File: src/rtl/pipe_stall_ctrl.sv
// Pipeline stall controller: IF/ID and ID/EX instruction registers with bounded stalls and flush.
// Optional stall-cycle statistic counter built only when STALL_STATS_EN is defined.
module pipe_stall_ctrl #(
    parameter logic [15:0] NOP_INSTR = 16'h0000,
    parameter int          MAX_STALL = 3
) (
    input  logic        clk,
    input  logic        rst,
    input  logic [15:0] instruction_IF,
    input  logic [15:0] pc_IF,
    input  logic        halt,
    input  logic        pc_enable,
    input  logic        flush,
    output logic [15:0] instruction_ID,
    output logic [15:0] pc_ID,
    output logic [15:0] instruction_EX,
    output logic        pc_write,
    output logic        stall_active,
    output logic        stall_error,
    output logic [15:0] stall_total
);

    typedef enum logic [1:0] {
        S_RUN   = 2'd0,
        S_STALL = 2'd1,
        S_FORCE = 2'd2
    } state_t;

    localparam logic [7:0] MAX_CNT = 8'(MAX_STALL);

    state_t      r_state;
    state_t      w_state_next;
    logic [7:0]  r_cnt;
    logic [7:0]  w_cnt_next;
    logic        w_set_err;
    logic        w_eff_halt;
    logic        w_bubble;
    logic        w_advance;
    logic [15:0] r_instr_id;
    logic [15:0] r_pc_id;
    logic [15:0] r_instr_ex;
    logic        r_stall_error;

    // A FORCE cycle ignores halt so the pipeline is guaranteed to make progress.
    assign w_eff_halt = halt && (r_state != S_FORCE);
    assign w_bubble   = w_eff_halt && !flush;
    assign w_advance  = !w_eff_halt && !flush;

    assign pc_write = (r_state == S_FORCE) || (pc_enable && !w_eff_halt && !flush) || flush;

    always_comb begin
        w_state_next = r_state;
        w_cnt_next   = r_cnt;
        w_set_err    = 1'b0;
        if (flush) begin
            w_state_next = S_RUN;
            w_cnt_next   = 8'd0;
        end else begin
            case (r_state)
                S_RUN: begin
                    if (w_eff_halt) begin
                        w_state_next = S_STALL;
                        w_cnt_next   = 8'd1;
                    end
                end
                S_STALL: begin
                    if (!halt) begin
                        w_state_next = S_RUN;
                        w_cnt_next   = 8'd0;
                    end else if (r_cnt < MAX_CNT) begin
                        w_cnt_next   = r_cnt + 8'd1;
                    end else begin
                        w_state_next = S_FORCE;
                        w_cnt_next   = 8'd0;
                        w_set_err    = 1'b1;
                    end
                end
                S_FORCE: begin
                    w_state_next = S_RUN;
                    w_cnt_next   = 8'd0;
                end
                default: begin
                    w_state_next = S_RUN;
                    w_cnt_next   = 8'd0;
                end
            endcase
        end
    end

    always_ff @(posedge clk) begin
        if (rst) begin
            r_state       <= S_RUN;
            r_cnt         <= 8'd0;
            r_stall_error <= 1'b0;
        end else begin
            r_state       <= w_state_next;
            r_cnt         <= w_cnt_next;
            r_stall_error <= r_stall_error || w_set_err;
        end
    end

    always_ff @(posedge clk) begin
        if (rst) begin
            r_instr_id <= NOP_INSTR;
            r_pc_id    <= 16'h0000;
            r_instr_ex <= NOP_INSTR;
        end else if (flush) begin
            r_instr_id <= NOP_INSTR;
            r_pc_id    <= 16'h0000;
            r_instr_ex <= NOP_INSTR;
        end else if (w_bubble) begin
            r_instr_ex <= NOP_INSTR;
        end else if (w_advance) begin
            r_instr_id <= instruction_IF;
            r_pc_id    <= pc_IF;
            r_instr_ex <= r_instr_id;
        end
    end

`ifdef STALL_STATS_EN
    logic [15:0] r_stall_total;

    // Saturating bubble counter; survives flush, cleared only by reset.
    always_ff @(posedge clk) begin
        if (rst) begin
            r_stall_total <= 16'h0000;
        end else if (w_bubble && (r_stall_total != 16'hFFFF)) begin
            r_stall_total <= r_stall_total + 16'h0001;
        end
    end

    assign stall_total = r_stall_total;
`else
    assign stall_total = 16'h0000;
`endif

    assign instruction_ID = r_instr_id;
    assign pc_ID          = r_pc_id;
    assign instruction_EX = r_instr_ex;
    assign stall_active   = (r_state == S_STALL);
    assign stall_error    = r_stall_error;

endmodule

File: config.mk
export PLATFORM = sky130hd
export DESIGN_NAME = pipe_stall_ctrl
export DESIGN_NICKNAME = d
export VERILOG_FILES = /design/src/rtl/pipe_stall_ctrl.sv
export SDC_FILE = /design/constraint.sdc
export NUM_CORES = 1
export LEC_CHECK = 0
export CORE_MARGIN = 5
export CORE_UTILIZATION = 37
export DETAILED_ROUTE_END_ITERATION = 12
export PLACE_DENSITY = 0.71
export RECOVER_POWER = 100
export SYNTH_ARGS = -nofsm -noshare
export SYNTH_HDL_FRONTEND = slang
export SYNTH_SLANG_ARGS = --single-unit
File: constraint.sdc
create_clock -name clk -period 1.3 [get_ports clk]
set_input_delay 0.26 -clock clk [delete_from_list [all_inputs] [get_ports clk]]
set_output_delay 0.26 -clock clk [all_outputs]
set_load 0.02 [all_outputs]
# Word-level counts from Yosys, hierarchy flattened
# Index checks and enable logic that the tools add are counted.
# word_totals
input_bits	37
output_inout_bits	67
ff_bits	59
word_cells	41
# op_classes
magnitude_cmp	1
eq_ne	5
addsub	1
bitwise	1
n_reduce_logical	15
muxes	12
# ops
op	n
8-bit 2-to-1 mux	3
8-bit case mux with 2 select lines	1
8-bit by 1-bit adder with 8-bit output, second input constant	1
8-bit by 2-bit less-than comparator with 1-bit output, second input constant	1
2-bit 2-to-1 mux	3
1-bit logical AND	5
1-bit 2-to-1 mux	4
2-bit inequality test, second input constant	2
2-bit case mux with 2 select lines	1
2-bit AND reduction	2
1-bit logical OR	3
3-bit inequality test, second input constant	1
3-bit OR reduction	1
2-bit by 1-bit == test with 1-bit output, second input constant	1
2-bit == test, second input constant	1
1-bit zero test	2
2-bit zero test	1
2-bit OR reduction	1
1-bit inverter	1

# Logic depth before layout (Yosys ltp)
# Gate-level depths: netlist of the first run.
# depth
word_depth	7
ltp_mapped	5

# Least setup slack after synthesis of the first run
# OpenSTA, ideal clock, no wires.
# synth_path
kind	reg2out
startpoint	reg r_state[0]
endpoint	out pc_write
path_slack_ns	-0.127
stages_incl_launch_ff	4
path_buffers	1
arrival_time_ns	1.167
path_cell_list	dfxtp_1 > and2b_2 > buf_2 > a211o_1
# synth_between
elab_chain_cells	7
# synth_rtl
item	line	rtl
start: declaration	31	state_t r_state;
start signal: assignment	96	r_state <= w_state_next;
2-bit inequality test	45	assign w_eff_halt = halt && (r_state != S_FORCE);
1-bit logical AND	45	
1-bit zero test	49	assign pc_write = (r_state == S_FORCE) || (pc_enable && !w_eff_halt && !flush) || flush;
1-bit logical AND (2 in a row)	49	
1-bit logical OR * (2 in a row)	49	
end: declaration	17	output logic pc_write,
# Every way passes the cells marked *; elsewhere a longest branch is shown, timed or not.

# Final worst setup path of the first run
# Ends and elaborated chain as after synthesis.

==> implementation parameters, run 1 <==
Parameter                              Value

Outcome
  Outcome    finished with violations
  Violated checks    setup timing

Finish
  Leading cell type in the layout, fill and taps excluded    sky130_fd_sc_hd__dfxtp_1
  Fraction of the core area covered by cells at the end of the flow    59.4%
  Area growth from synthesis to layout    55.3%
  Most used cells in the layout excluding fill and tap cells    sky130_fd_sc_hd__dfxtp_1 (54), sky130_fd_sc_hd__clkdlybuf4s50_1 (35), sky130_fd_sc_hd__a21oi_1 (34)
  Number of antenna cells inserted    0
  Filler-free cell count of the finished design    435
  Fraction of final layout cells sized beyond drive strength 1    18.6%
  Count of nets after finishing    394

Floorplanning
  Top Ports    104
  Vertical die dimension    88.7 µm
  Std-Cell Rows    28
  Total Die Area    0.00787 mm²
  Effective utilization at floorplan    38.3%
  Core Box Area    0.00599 mm²
  Die width    88.7 µm

Setup path
  Critical path required time    1.04 ns
  Critical path's largest stage delay    0.34 ns
  Worst-path cell chain    and2b_2 > a211o_4 > buf_6
  Number of cells traversed by the worst register-to-register path    6
  Endpoint of the lowest-slack register-to-register path    r_cnt[7]
  Critical Path Source Type    flop
  CP Max Fanout    2
  Critical setup path kind    reg2out
  Arrival time of the worst setup path    1.28 ns
  Register-to-register path setup slack    -0.10 ns
  Worst setup path startpoint    r_state[0]
  Kind of capture point of the worst setup path    primary output
  Cell with the largest stage delay on the worst path    sky130_fd_sc_hd__dfxtp_4
  Worst setup path end    pc_write
  Reg2reg start    r_state[0]

STA
  Number of pins exceeding their max-slew limit in the final report    0
  Final hold violation count    0
  Final period demand of the worst path    1.54 ns
  Final-report setup violation count    5
  Achievable Freq    651 MHz
  Hold Worst Slack    0.464 ns
  Worst setup margin    -0.237 ns
  Unrepaired setup endpoints after global routing    true
  Final clock skew    0.00559 ns
  Setup total negative slack    -0.566 ns
  Final clock period utilization by the worst path    118%

Clock network
  Clock slew seen by the registers of the worst setup and hold paths    0.06 ns
  Clk Latency, worst-skew pair    0.32 ns
  Clock tree from TritonCTS    yes
  Number of buffers between clock root and the deepest sink    2
  Buffer type at the clock tree root    sky130_fd_sc_hd__clkbuf_8
  Number of buffers created by CTS    9
  Total number of clock tree sinks    59
  Depth of the CTS H-tree    3

Power and ir drop
  Power Internal    0.00289 W
  Switching Power    0.000921 W
  Register share of total power    49.0%
  Proportion of power drawn by combinational gates    11.8%
  Reported leakage power    1.51 nW
  Part of the power in the clock network    39.2%
  Ratio of total power to cell area    1070 mW/mm²
  Switching share of total power    24.2%
  Worst VDD drop    0.555 mV
  Total Power    0.00381 W

Placed design
  Count of port buffers added during placement    87
  Routability cong.    0.892
  Hpwl dp    4220 µm
  Placed Cells    416

Synthesis
  Commonest register cell after synthesis    sky130_fd_sc_hd__dfxtp_1
  Count of different cell masters after synthesis    32
  Async set-reset flop share out of synthesis    0%
  Sequential fraction of the synthesis area    51.5%
  Avg Inst Size Synth    9.03 µm²
  Post-synthesis sequential element count    59
  Synthesized instance count    254
  Netlist area before placement    0.00229 mm²
  Number of warnings issued by yosys    0
  Number of flops mapped to enable cells by yosys    0

GRT
  Vias in the first global route    2072
  Remaining global-route overflow    0
  Largest net degree at the start of global routing    33
  Wire length of the first global-routing pass    10100 µm
  Global-route usage over all layers    16.7%
  Number of antenna violations at the first check in global routing    0

Job
  Number of maximum-capacitance violations    0

Drt
  Router iterations before antenna repair    4
  DRC violations left    0
  Via count    2192
  Initial detailed-routing violation count    85
  Post-route antenna net violation count    0
  WL final    6540 µm
  Vias per cell    5.04
  Average wire length per cell after detail routing    15.0 µm

Min path
  Hold Path Class    reg2reg
worst max-delay path: cells and delay by family (launching register included):
family                 cells  cell delay [ns]
DFF                        1             0.34
buffers and inverters      1             0.13
AOI/OAI and AO/OA          1             0.26
and+or+nand+nor            1             0.22
final cells by class:
| class | count | area, µm² |
|---|---|---|
| Tap cell | 75 | 93.8 |
| Clock buffer | 13 | 169 |
| Fill cell | 553 | 2430 |
| Sequential cell | 59 | 1190 |
| Clock inverter | 2 | 10.0 |
| Inverter | 3 | 11.3 |
| Timing Repair Buffer | 113 | 1060 |
| Multi-Input combinational cell | 170 | 1030 |
synthesized netlist by cell type (2+ instances only):
library cell,instances,area share [%]
sky130_fd_sc_hd__nand4_1,2,0.55
sky130_fd_sc_hd__a22oi_1,3,0.98
sky130_fd_sc_hd__buf_2,2,0.44
sky130_fd_sc_hd__o21ai_0,35,7.6
sky130_fd_sc_hd__a21oi_1,34,7.4
sky130_fd_sc_hd__buf_4,20,6.5
sky130_fd_sc_hd__dfxtp_1,59,52
sky130_fd_sc_hd__and2b_2,2,0.76
sky130_fd_sc_hd__inv_1,3,0.49
sky130_fd_sc_hd__nand2_1,6,0.98
sky130_fd_sc_hd__nor3_1,2,0.44
sky130_fd_sc_hd__and3_1,19,5.2
sky130_fd_sc_hd__nand3_1,33,7.2
sky130_fd_sc_hd__clkbuf_1,15,2.5
sky130_fd_sc_hd__nor3_2,2,0.87
routing by layer:
layer  GRT usage, %  up-vias  share of wire (%)
met2           27.3       89                 49
met5              0        -                  0
met1           20.6     1026                 43
met4           6.73        0                1.1
li1               -     1072                  -
met3           4.84        5                7.8
power groups by stage:
stage	registers, W	logic (W)	clock network (W)
floorplan	0.00195	0.000199	0
global route	0.00187	0.000491	0.00162
finish	0.00187	0.000451	0.00149
detailed placement	0.00191	0.000444	0
global placement	0.00190	0.000443	0
CTS	0.00187	0.000451	0.00153
worst min-delay path by stage:
stage,depth (start not counted),start,to
finish,2,pc_ID[13],pc_ID[13]
global route,2,pc_ID[8],pc_ID[8]
CTS,2,pc_ID[15],pc_ID[15]
detailed placement,2,pc_ID[10],pc_ID[10]
global placement,2,pc_ID[15],pc_ID[15]
floorplan,3,rst,r_state[0]
per-stage QoR:
stage                     cell area [µm²]  setup WS [ns]
final                                3560         -0.237
after global placement               3290         -0.599
after CTS                            3520         -0.249
after global routing                 3560         -0.281
after detailed placement             3290         -0.661
after floorplan                      2370         0.0187
registers in the layout, summed over array words and instances (netlist names):
register	flops
r_state	2
instruction_ID	16
r_cnt	8
instruction_EX	16
stall_error	1
pc_ID	16
what timing repair did:
action | 4_1_cts | 5_1_grt
endpoints found under the setup margin | 108 | 78
hold buffers | 0 | 0
setup buffers | 1 | 5
gates cloned | 1 | 0
gates resized for setup | 80 | 49
pin swaps | 4 | 7
kinds of logic (layout without fill, tap and decap cells):
group / Yosys count / after routing / synth area share (%)
fa+ha+maj: 1 / 1 / 0.545
other cells: 1 / 16 / 0.164
buf+inv: 40 / 131 / 9.93
simple gates: 76 / 76 / 19.4
compound gates: 77 / 77 / 18.5
flops: 59 / 59 / 51.5
(Power assumes the default switching activity.)
==> run 2: changes to the inputs <==
--- a/config.mk
+++ b/config.mk
@@ -7,9 +7,11 @@
 export LEC_CHECK = 0
 export CORE_MARGIN = 5
 export CORE_UTILIZATION = 37
+export CTS_BUF_LIST = sky130_fd_sc_hd__clkbuf_16
 export DETAILED_ROUTE_END_ITERATION = 12
 export PLACE_DENSITY = 0.71
 export RECOVER_POWER = 100
+export SLEW_MARGIN = 0
 export SYNTH_ARGS = -nofsm -noshare
 export SYNTH_HDL_FRONTEND = slang
 export SYNTH_SLANG_ARGS = --single-unit
==> implementation parameters, run 2 (same netlist as run 1, synthesis figures left out) <==
Parameter                              Value

Setup path
  Endpoint of the lowest-slack register-to-register path    r_cnt[4]
  Arrival time of the worst setup path    1.26 ns
  Worst-path cell chain    and2b_2 > a211o_4 > buf_6
  Critical path required time    1.04 ns
  Reg2reg start    r_state[1]
  Critical setup path kind    reg2out
  Critical path's largest stage delay    0.33 ns
  Register-to-register path setup slack    0.01 ns
  Cell with the largest stage delay on the worst path    sky130_fd_sc_hd__dfxtp_4
  Number of cells traversed by the worst register-to-register path    6
  CP Max Fanout    2
  Kind of capture point of the worst setup path    primary output
  Critical Path Source Type    flop

Placed design
  Post-place setup slack    -0.661 ns
  Routability cong.    0.892
  Placed Cells    416
  Hpwl dp    4220 µm
  Count of port buffers added during placement    87

Finish
  Count of nets after finishing    396
  Number of antenna cells inserted    0
  Most used cells in the layout excluding fill and tap cells    sky130_fd_sc_hd__dfxtp_1 (54), sky130_fd_sc_hd__dlygate4sd2_1 (38), sky130_fd_sc_hd__clkdlybuf4s50_1 (35)
  Filler-free cell count of the finished design    437
  Fraction of final layout cells sized beyond drive strength 1    19.9%
  Leading cell type in the layout, fill and taps excluded    sky130_fd_sc_hd__dfxtp_1
  Fill cell count    523
  Area growth from synthesis to layout    61.3%

Clock network
  Clk Latency, worst-skew pair    0.32 ns
  Total number of clock tree sinks    59
  Number of buffers between clock root and the deepest sink    2
  Clock tree from TritonCTS    yes
  Depth of the CTS H-tree    3
  Buffer type at the clock tree root    sky130_fd_sc_hd__clkbuf_16
  Number of buffers created by CTS    9
  Post-CTS Hold Fix Bufs    0
  Clock slew seen by the registers of the worst setup and hold paths    0.05 ns

GRT
  Remaining global-route overflow    0
  Number of antenna violations at the first check in global routing    0
  Wire length of the first global-routing pass    10200 µm
  Global-route usage over all layers    17.0%
  Vias in the first global route    2050
  Largest net degree at the start of global routing    33

Drt
  WL final    6650 µm
  Initial detailed-routing violation count    112
  Via count    2195
  Vias per cell    5.02
  Post-route antenna net violation count    0
  DRC violations left    0
  Average wire length per cell after detail routing    15.2 µm
  Router iterations before antenna repair    4

Min path
  Hold Path Class    reg2reg
  Number of cells on the worst hold path    2
  Capture endpoint of the worst hold path    pc_ID[13]
  Launch point of the worst hold path    pc_ID[13]

STA
  Number of pins exceeding their max-slew limit in the final report    0
  Final clock skew    0.00541 ns
  Final-report setup violation count    2
  Unrepaired setup endpoints after global routing    true
  Final period demand of the worst path    1.52 ns
  Worst setup margin    -0.222 ns
  Final hold violation count    0
  Final clock period utilization by the worst path    117%
  Achievable Freq    657 MHz

Floorplanning
  Total Die Area    0.00787 mm²
  Std-Cell Rows    28
  Core Box Area    0.00599 mm²
  Die width    88.7 µm
  Effective utilization at floorplan    38.3%
  Vertical die dimension    88.7 µm
  Top Ports    104

Job
  Number of maximum-capacitance violations    0

Power and ir drop
  Worst VDD drop    0.868 mV
  Reported leakage power    1.64 nW
  Ratio of total power to cell area    1160 mW/mm²

Outcome
  Violated checks    setup timing
  Outcome    finished with violations
run 2: power by group:
group          internal [W]  switching (W)  total, W
clock               0.00124       0.000727   0.00196
combinational      0.000228       0.000243  0.000471
sequential          0.00185      0.0000215   0.00187
run 2: worst max-delay path, delay by kind of cell (launching register included):
kind                   cells  cell delay (ns)
DFF                        1             0.33
AOI/OAI and AO/OA          1             0.26
and+or+nand+nor            1             0.22
buffers and inverters      1             0.13
run 2: per-layer routing:
layer	GRT usage [%]	up-vias	part of all wire [%]
li1	-	1076	-
met1	21.1	1029	42
met2	27.3	86	49
met3	4.75	4	7.4
met4	7.83	0	0.75
met5	0	-	0
run 2: worst max-delay path by stage:
stage / slack [ns] / startpoint / endpoint
final: -0.22 / r_state[0] / pc_write
after global routing: -0.26 / r_state[0] / pc_write
after CTS: -0.24 / r_state[0] / pc_write
after detailed placement: -0.66 / halt / r_cnt[4]
after global placement: -0.60 / halt / pc_write
after floorplan: 0.02 / r_state[0] / pc_write
run 2: timing repair:
action / 4_1_cts / 5_1_grt
pin swaps: 3 / 11
buffers inserted: 3 / 5
endpoints found under the setup margin: 108 / 56
gates resized for setup: 79 / 35
gates cloned: 1 / 0
run 2: per-stage QoR:
stage | power [W] | area (µm²) | hold WS [ns] | TNS (ns) | utilization, %
2_1_floorplan | 0.00215 | 2370 | 0.416 | 0 | -
3_3_place_gp | 0.00235 | 3290 | 0.451 | -17.86 | 54.9
3_5_place_dp | 0.00235 | 3290 | 0.456 | -18.94 | 54.9
4_1_cts | 0.00434 | 3600 | 0.464 | -0.315 | 60.2
5_1_grt | 0.00450 | 3700 | 0.485 | -0.605 | 61.7
6_report | 0.00431 | 3700 | 0.460 | -0.314 | 61.7
run 2: layout make-up:
cell class | count | area [µm²] | share of cell area (%)
flip-flops and latches | 59 | 1190 | 32.2
well taps | 75 | 93.8 | 2.54
clock buffers | 9 | 225 | 6.09
inverters | 3 | 11.3 | 0.304
repair buffers | 115 | 1100 | 29.6
multi-input cells | 170 | 1050 | 28.5
clock inverters | 6 | 25.0 | 0.677
==> run 3: changes to the inputs <==
--- a/config.mk
+++ b/config.mk
@@ -5,6 +5,7 @@
 export SDC_FILE = /design/constraint.sdc
 export NUM_CORES = 1
 export LEC_CHECK = 0
+export ABC_AREA = 0
 export CORE_MARGIN = 5
 export CORE_UTILIZATION = 37
 export CTS_BUF_LIST = sky130_fd_sc_hd__clkbuf_16
==> results of run 3 <==
No change in the layout: final DEF, timing and power equal those of run 2.
